[src/rtl/lcd_bus_monitor.sv]
// Passive HD44780 bus monitor: decodes LCD writes into a 2x16 DDRAM shadow and
// display-control state, with a registered character read port. Never drives the bus.
module lcd_bus_monitor #(
  parameter int SYNC_STAGES = 2
) (
  input  logic       clk,
  input  logic       rst,
  input  logic       lcd_e,
  input  logic       lcd_rs,
  input  logic       lcd_rw,
  input  logic [7:0] lcd_data,
  input  logic [4:0] rd_idx,
  output logic [7:0] rd_char,
  output logic       disp_on,
  output logic       inc_mode,
  output logic       init_done,
  output logic       busy,
  output logic       cmd_strobe,
  output logic       drop_err,
  output logic [6:0] ddram_addr
);

  typedef struct packed {
    logic       e;
    logic       rs;
    logic       rw;
    logic [7:0] data;
  } bus_t;

  typedef enum logic {IDLE, CLEAR} state_t;

  localparam logic [7:0] BLANK = 8'h20;

  bus_t       sync_q [SYNC_STAGES];
  bus_t       hist_q;
  state_t     state;
  logic [4:0] clr_cnt;
  logic [7:0] cells [32];
  logic       fs38;

  // The whole bus moves through one chain so RS/RW/DATA stay aligned with E.
  always_ff @(posedge clk or posedge rst) begin
    if (rst) begin
      for (int i = 0; i < SYNC_STAGES; i++) sync_q[i] <= '0;
      hist_q <= '0;
    end else begin
      sync_q[0] <= '{e: lcd_e, rs: lcd_rs, rw: lcd_rw, data: lcd_data};
      for (int i = 1; i < SYNC_STAGES; i++) sync_q[i] <= sync_q[i-1];
      hist_q <= sync_q[SYNC_STAGES-1];
    end
  end

  logic       fall, wr, line1, line2;
  logic [4:0] wr_idx;

  assign fall   = hist_q.e & ~sync_q[SYNC_STAGES-1].e;
  assign wr     = fall & ~hist_q.rw;
  assign line1  = (ddram_addr[6:4] == 3'b000);
  assign line2  = (ddram_addr[6:4] == 3'b100);
  assign wr_idx = {line2, ddram_addr[3:0]};

  function automatic logic [6:0] step(input logic [6:0] a, input logic inc);
    if (inc) begin
      if (a == 7'h27)      step = 7'h40;
      else if (a == 7'h67) step = 7'h00;
      else                 step = a + 7'd1;
    end else begin
      if (a == 7'h00)      step = 7'h67;
      else if (a == 7'h40) step = 7'h27;
      else                 step = a - 7'd1;
    end
  endfunction

  always_ff @(posedge clk or posedge rst) begin
    if (rst) begin
      state      <= IDLE;
      clr_cnt    <= '0;
      for (int i = 0; i < 32; i++) cells[i] <= BLANK;
      ddram_addr <= '0;
      inc_mode   <= 1'b1;
      disp_on    <= 1'b0;
      init_done  <= 1'b0;
      fs38       <= 1'b0;
      busy       <= 1'b0;
      cmd_strobe <= 1'b0;
      drop_err   <= 1'b0;
      rd_char    <= BLANK;
    end else begin
      cmd_strobe <= 1'b0;
      rd_char    <= cells[rd_idx];
      case (state)
        IDLE: begin
          if (wr && hist_q.rs) begin
            cmd_strobe <= 1'b1;
            if (line1 || line2) cells[wr_idx] <= hist_q.data;
            ddram_addr <= step(ddram_addr, inc_mode);
          end else if (wr && hist_q.data != 8'h00) begin
            cmd_strobe <= 1'b1;
            casez (hist_q.data)
              8'b1???????: ddram_addr <= hist_q.data[6:0];
              8'b01??????: ;
              8'b001?????: fs38 <= (hist_q.data == 8'h38);
              8'b0001????: ;
              8'b00001???: begin
                disp_on <= hist_q.data[2];
                if (hist_q.data[2] && fs38) init_done <= 1'b1;
              end
              8'b000001??: inc_mode   <= hist_q.data[1];
              8'b0000001?: ddram_addr <= '0;
              default: begin
                state      <= CLEAR;
                busy       <= 1'b1;
                clr_cnt    <= '0;
                ddram_addr <= '0;
                inc_mode   <= 1'b1;
              end
            endcase
          end
        end
        CLEAR: begin
          cells[clr_cnt] <= BLANK;
          clr_cnt        <= clr_cnt + 5'd1;
          if (clr_cnt == 5'd31) begin
            state <= IDLE;
            busy  <= 1'b0;
          end
          if (wr) drop_err <= 1'b1;
        end
        default: state <= IDLE;
      endcase
    end
  end

endmodule

[config.mk]
export PLATFORM = sky130hd
export DESIGN_NAME = lcd_bus_monitor
export DESIGN_NICKNAME = d
export VERILOG_FILES = /design/src/rtl/lcd_bus_monitor.sv
export SDC_FILE = /design/constraint.sdc
export NUM_CORES = 1
export LEC_CHECK = 0
export CAP_MARGIN = 0
export CORE_ASPECT_RATIO = 1.1
export CORE_MARGIN = 2
export CORE_UTILIZATION = 60
export CTS_CLUSTER_SIZE = 30
export DETAILED_ROUTE_END_ITERATION = 6
export DONT_BUFFER_PORTS = 1
export PLACE_DENSITY = 0.8
export SETUP_SLACK_MARGIN = 0.02
export SYNTH_ARGS = -nofsm -noshare
export SYNTH_HDL_FRONTEND = slang
export SYNTH_SLANG_ARGS = --single-unit
[constraint.sdc]
create_clock -name clk -period 10.95 [get_ports clk]
set_clock_uncertainty 0.05 [all_clocks]
set_input_delay 0.5475 -clock clk [delete_from_list [all_inputs] [get_ports clk]]
set_output_delay 0.5475 -clock clk [all_outputs]
set_load 0.01 [all_outputs]
After elaboration in Yosys (flattened, before gate mapping). Index checks and enable logic that the tools add are counted.

Output and inout port bits: 21. Word-level logic and storage cells: 154. Register bits: 317.

Reduce and logical (&&, ||, !) cells: 22. Bitwise gates (word level): 13. Magnitude comparators: 5. Add/sub/neg operators: 3. Eq/ne operators: 19. Mux-type cells: 37.

Operators with widths (count): 2-to-1 mux 256 bit (2); one-hot mux 256 bit (2 select lines) (1); bitwise mux 256 bit (1); bitwise AND 224 bit (1); NOT 224 bit (1); demux 8 bit (select 5 bit) (2); 2-to-1 mux 7 bit (7); binary-select mux 8 bit (select 5 bit) (1); 2-to-1 mux 8 bit (4); OR 32 bit (1); >= comparator 6 bit (second input constant) (3); NOT 5 -> 6 bit (3); AND reduction 4 bit (4); 2-to-1 mux 5 bit (3); equality test 7 bit (second input constant) (2); one-hot mux 7 bit (2 select lines) (1); < comparator 6 x 1 -> 1 bit (second input constant) (2); 2-to-1 mux 1 bit (11); != test 2 bit (second input constant) (5); one-hot mux 5 bit (2 select lines) (1); equality test 8 x 6 -> 1 bit (second input constant) (1); nonzero test 8 bit (1); adder 7 x 1 -> 7 bit (second input constant) (1); equality test 7 x 1 -> 1 bit (second input constant) (1); other kinds (25) (39).

Logic depth before layout (Yosys ltp). Gate-level depths: netlist of the first run.

Depth in word-level cells: 10. Depth in mapped cells: 8.

Worst setup path after synthesis of the first run. Ideal clock, no wire load.

Path kind: in2reg. From: in rd_idx[4]. To: reg rd_char[0]. Cell stages on the path: 5. Slack: 8.523 ns. Data arrival time: 2.252 ns. Path through: clkbuf_1 > buf_1 > mux4_2 > mux4_2 > mux2_2.

Longest elaborated chain between the ends: 4.

Ends and longest elaborated chain: from (decl) (RTL line 12) `input logic [4:0] rd_idx,`; NOT 5 -> 6 bit (not written as such) (RTL line 90) `rd_char <= cells[rd_idx];`; binary-select mux 8 bit (select 5 bit) (RTL line 90); 2-to-1 mux 8 bit (not written as such) (2 in a row) (RTL line 90); to (signal assigned) (RTL line 90); to (decl) (RTL line 13) `output logic [7:0] rd_char,`.

Every way passes these cells. The select of a mux whose other input is x is not followed. A chain may end at the register's enable or synchronous reset.

Worst setup path in the final report of the first run.
From: reg state. To: reg cells[159] in the netlist's numbering.

Longest elaborated chain between the ends: 3.

Ends and longest elaborated chain: from (decl) (RTL line 36) `state_t state;`; from (signal assigned) (RTL line 76) `state <= IDLE;`; from (signal assigned) (RTL line 111) `state <= CLEAR;`; from (signal assigned) (RTL line 124) `state <= IDLE;`; NOT 1 bit (no line); != test 2 bit (no line); AND reduction 2 bit (no line); to (signal, indexed assignment) (RTL line 95) `if (line1 || line2) cells[wr_idx] <= hist_q.data;`; to (decl) (RTL line 38) `logic [7:0] cells [32];`.

Parallel ways exist; a longest one is shown, timed or not.

==> results.json, run 1 <==
{
  "first_global_vias": 10410,
  "wl_per_cell_um": 25.56,
  "drive_gt1_share_pct": 19.27,
  "arrival_ns": 3.66,
  "power_density_nw_per_um2": 172.4,
  "insertedDiodeCount": 0,
  "synth-edff-count": 0,
  "total_power_mw": 2.735,
  "final_nets": 1129,
  "critical_path_required_ns": 11.36,
  "hold_buffers": 12,
  "regArea_sq_um": 7975,
  "overflow": 0,
  "io_pins": 39,
  "first_pass_iters": 6,
  "synth_seq_cells": 317,
  "setup_violations": 0,
  "drc": 0,
  "start_util_pct": 61.05,
  "die_y_um": 166.9,
  "fin_cells": 1431,
  "yosys_warnings": 0,
  "core_sq_um": 23700,
  "die_area_sq_um": 25370,
  "post-cts-setup-buffers": 0,
  "ys_seq_area_share_pct": 55.13,
  "worst-setup-path-type": "register to register",
  "hp-start": "rd_idx[2]",
  "drt_iter0_drc": 1156,
  "grt_antenna_before_repair": 0,
  "numPortBuffers": 0,
  "drv_cap": 0,
  "syn-cell-area_sq_um": 14470,
  "rsz0062_at_grt": "false",
  "clk-insertion-delay-late_ns": 0.58,
  "synth_top_cell_by_area": "dfrtp_1",
  "drt_wl_total_um": 36580,
  "n_fill_cell": 1597,
  "ff2ff_path_depth": 6,
  "layout_common_cells": "dfrtp_1 (283), a32o_1 (148), nand2_1 (104)",
  "path_clk_slew_ns": 0.07,
  "synth_nets": 1171,
  "rows": 59,
  "worstReg2RegStart": "state$_DFF_PP0_",
  "cts_tree": "done",
  "syn2layout_area_growth_pct": 9.635,
  "worstReg2RegEnd": "cells[159]$_DFFE_PP0P_",
  "slew_violations": 0,
  "finalCritPeriodShare_pct": 29.72,
  "cts_buffers": 31,
  "relSlewSlack_pct": 21.50,
  "status": "complete, no violations",
  "grt_pass1_wl_um": 59330,
  "cts_buffer_depth": 3,
  "leakage_nw": 6.568,
  "worstHoldPathCells": 1,
  "synth_top_area_share_pct": 48.95,
  "hold_viol_final": 0,
  "viasPerCell": 7.252,
  "grt_usage_pct": 29.48,
  "place_congestion": 0.8815,
  "ant_nets": 0,
  "yosys.cell_types.count": 57,
  "avgSynthCellArea_sq_um": 12.66,
  "synthFlopType": "dfrtp_1",
  "fp.dieW_um": 152.1,
  "synthTopCellsByArea": "dfrtp_1 (49%), mux4_2 (12%), a32o_1 (10%), dfstp_2 (6.2%), nand2_1 (2.7%)",
  "cts-root-buf": "clkbuf_16",
  "end_kind": "register",
  "async_flop_share_pct": 100.0,
  "ir_drop_mv": 0.1252,
  "worst_pin_slew_ns": 1.168,
  "netlist_instances": 1143,
  "holdPathEnd": "rd_char[4]$_DFF_PP0_",
  "final_common_cell": "dfrtp_1",
  "finalSetupTns_ns": 0,
  "fmax_mhz": 307.3,
  "crit_fanout": 45,
  "r2r_slack_ns": 7.70,
  "grt_max_degree": 195,
  "multi_input_area_sq_um": 5906,
  "place_inst": 1361,
  "cts_resized": 0,
  "critPathLaunchType": "register",
  "finalCriticalPeriod_ns": 3.254,
  "min_path_type": "input pin to register",
  "htree_levels": 1,
  "hpwl_um": 22150,
  "cts_sinks": 317,
  "vias": 10380
}
[cells by family (layout without fill, tap and decap cells)]
| logic type | Yosys count | count (layout) | share of synthesized area [%] |
|---|---|---|---|
| and+or+nand+nor | 255 | 255 | 8.580 |
| DFF | 317 | 317 | 55.13 |
| muxes | 93 | 93 | 13.45 |
| adders and majority gates | 10 | 10 | 0.8649 |
| xor gates and xnor gates | 3 | 3 | 0.1817 |
| buffers and inverters | 146 | 129 | 4.203 |
| AOI/OAI and AO/OA | 319 | 319 | 17.59 |
[cell usage after synthesis (7+ instances only)]
library cell and count:
a21oi_1 16, clkbuf_1 66, a32oi_1 29, nand2_1 104, nor2b_1 7, mux2_2 11
ha_1 10, o21ai_0 76, nor2_1 31, dfstp_2 34, buf_2 24, nor3_1 10
a32o_1 148, a31oi_1 8, dfrtp_1 283, nand3_1 56, a22oi_1 13, o21ai_1 13
buf_1 9, inv_1 40, mux4_2 80
[critical path, stage by stage, from the launching register on]
cell and delay, ns:
dfrtp_1 0.65, nor4b_4 0.52, nand2_2 0.24, nor2_4 0.44, buf_4 0.52, a22oi_1 0.36, a32o_1 0.31
[worst max-delay path by stage]
stage,cells after the start,slack (ns),endpoint,start
after detailed placement,6,7.83,cells[156]$_DFFE_PP0P_,state$_DFF_PP0_
after floorplan,1,1.64,busy$_DFFE_PP0P_,rst
final,6,7.70,cells[159]$_DFFE_PP0P_,state$_DFF_PP0_
after CTS,6,7.81,cells[250]$_DFFE_PP0P_,state$_DFF_PP0_
after global placement,6,7.91,cells[156]$_DFFE_PP0P_,state$_DFF_PP0_
after global routing,6,7.54,cells[159]$_DFFE_PP0P_,state$_DFF_PP0_
[layer usage]
metal | GRT usage, % | routed length (um)
met1 | 42.23 | 14390
met5 | 0 | 0
met2 | 44.22 | 17100
met3 | 7.442 | 3820
met4 | 11.34 | 1271
[where the power goes]
part	switching (mW)	total, mW	leakage (nW)	internal (mW)
sequential	0.0481	1.28	4.20	1.23
clock	0.465	1.21	0.575	0.747
combinational	0.152	0.246	1.79	0.0938
total	0.665	2.73	6.57	2.07
[state kept, by name, indices dropped and copies added (netlist names), 5 cells and up]
signal	count
cells	256
hist_q	11
rd_char	8
clr_cnt	5
sync_q	22
ddram_addr	7
[layout make-up]
class | count | share of cell area (%)
Sequential cell | 317 | 50.28
Multi-Input combinational cell | 680 | 37.24
Clock buffer | 41 | 5.506
Tap cell | 305 | 2.406
Clock inverter | 17 | 1.838
Timing Repair Buffer | 31 | 1.736
Inverter | 40 | 0.9940
[stage by stage]
step | utilization, % | hold WS, ns | setup slack, ns | instance area (sq um)
2_1_floorplan | - | 0.2812 | 1.638 | 14470
3_3_place_gp | 61.51 | 0.2813 | 7.908 | 14580
3_5_place_dp | 61.51 | 0.2847 | 7.833 | 14580
4_1_cts | 66.93 | 0.1035 | 7.807 | 15860
5_1_grt | 66.93 | 0.1011 | 7.537 | 15860
6_report | 66.93 | 0.1129 | 7.696 | 15860
Note: power is estimated with default switching activity, not from simulation.
==> inputs of run 2 (changes only) <==
- CORE_UTILIZATION: 60 -> 58
- clock period: 10.95 -> 2.9 ns (I/O delays scaled with it)
==> results.json, run 2 (synthesized netlist as in run 1, its figures left out) <==
{
  "min_path_type": "input pin to register",
  "largest_reg_flops": 256,
  "hold_viol_final": 0,
  "drive_gt1_share_pct": 20.48,
  "htree_levels": 1,
  "syn2layout_area_growth_pct": 10.71,
  "leakage_nw": 6.664,
  "fin_cells": 1468,
  "place_inst": 1395,
  "total_power_mw": 9.821,
  "hpwl_um": 24340,
  "final_nets": 1163,
  "worst_pin_slew_ns": 1.009,
  "grt_max_degree": 79,
  "path_clk_slew_ns": 0.07,
  "rows": 60,
  "first_global_vias": 10780,
  "grt_pass1_wl_um": 62400,
  "place_ws_ns": 0.4824,
  "multi_input_area_sq_um": 5906,
  "io_pins": 39,
  "start_util_pct": 59.11,
  "final_common_cell": "dfrtp_1",
  "die_area_sq_um": 26220,
  "die_y_um": 169.6,
  "status": "complete, no violations",
  "finalSetupTns_ns": 0,
  "first_pass_iters": 5,
  "drt_iter0_drc": 1285,
  "setup_violations": 0,
  "power_density_nw_per_um2": 613.2,
  "cts_buffer_depth": 3,
  "layout_common_cells": "dfrtp_1 (283), a32o_1 (148), nand2_1 (104)",
  "largest_register": "cells",
  "drt_wl_total_um": 39260,
  "cts_sinks": 317,
  "grt_antenna_before_repair": 2,
  "cts-root-buf": "clkbuf_16",
  "place_congestion": 0.9064,
  "grt_usage_pct": 30.93,
  "fmax_mhz": 400.8,
  "critical_path_required_ns": 3.35,
  "final_util_pct": 65.44,
  "relSlewSlack_pct": 32.52,
  "core_sq_um": 24470,
  "vias": 10650,
  "rsz0062_at_grt": "false",
  "drv_cap": 0,
  "dpl-instance-area_sq_um": 14850,
  "fp.dieW_um": 154.6,
  "finalInstanceArea_sq_um": 16020,
  "drc": 0,
  "worst-setup-path-type": "register to register",
  "fin_hold_ws_ns": 0.07281,
  "arrival_ns": 2.95,
  "end_kind": "register",
  "ant_nets": 0,
  "clk-insertion-delay-late_ns": 0.57,
  "crit_fanout": 27,
  "critPathLaunchType": "register",
  "viasPerCell": 7.252,
  "finalCritPeriodShare_pct": 86.04,
  "cts_resized": 0,
  "reg_top3": "cells x256, sync_q x22, hist_q x11",
  "numPortBuffers": 0,
  "slew_violations": 0,
  "n_fill_cell": 1748,
  "cts_buffers": 31,
  "ir_drop_mv": 0.5299,
  "overflow": 0,
  "regArea_sq_um": 7975,
  "wl_per_cell_um": 26.74,
  "finalCriticalPeriod_ns": 2.495,
  "cts_tree": "done",
  "fin_ws_ns": 0.4047
}
[run 2: routing by layer]
metal / share of wire (%) / track usage (%)
met5: 0.033 / 0
met4: 4.2 / 13.85
met3: 10 / 5.669
met2: 48 / 49.24
met1: 38 / 42.23
[run 2: path summary, 6_finish.rpt]
path,startpoint,to,slack [ns],cells after the start
max,ddram_addr[6]$_DFFE_PP0P_,cells[148]$_DFFE_PP0P_,0.40,5
min,lcd_data[4],sync_q[15]$_DFF_PP0_,0.07,1
max reg2reg,ddram_addr[6]$_DFFE_PP0P_,cells[148]$_DFFE_PP0P_,0.40,5
min reg2reg,sync_q[19]$_DFF_PP0_,sync_q[8]$_DFF_PP0_,0.30,0
max in group asynchronous,rst,cells[245]$_DFFE_PP1P_,1.80,3
min in group asynchronous,rst,cells[204]$_DFFE_PP0P_,0.13,2
[run 2: timing repair]
action                                  CTS  global route
hold buffers                             17             0
hold endpoints to repair                 94             0
buffers inserted                          0             0
endpoints found under the setup margin    0             0
[run 2: worst max-delay path, cell delays in order (launching register included)]
cell	delay, ns
dfrtp_1	0.54
nor3b_2	0.59
nor2_1	0.09
buf_4	0.26
a22oi_1	0.65
a32o_1	0.23
[run 2: layout make-up]
cell class | instances | share of cell area (%)
Clock inverter | 7 | 0.5469
Timing Repair Buffer | 65 | 3.703
Antenna cell | 1 | 0.01562
Sequential cell | 317 | 49.80
Tap cell | 310 | 2.422
Inverter | 40 | 0.9609
Clock buffer | 48 | 5.680
Multi-Input combinational cell | 680 | 36.87
[run 2: where the power goes]
part	total, mW	leakage (nW)	switching [mW]	internal [mW]
combinational	1.01	1.97	0.624	0.387
sequential	4.81	4.20	0.166	4.64
clock	4.00	0.488	1.69	2.31
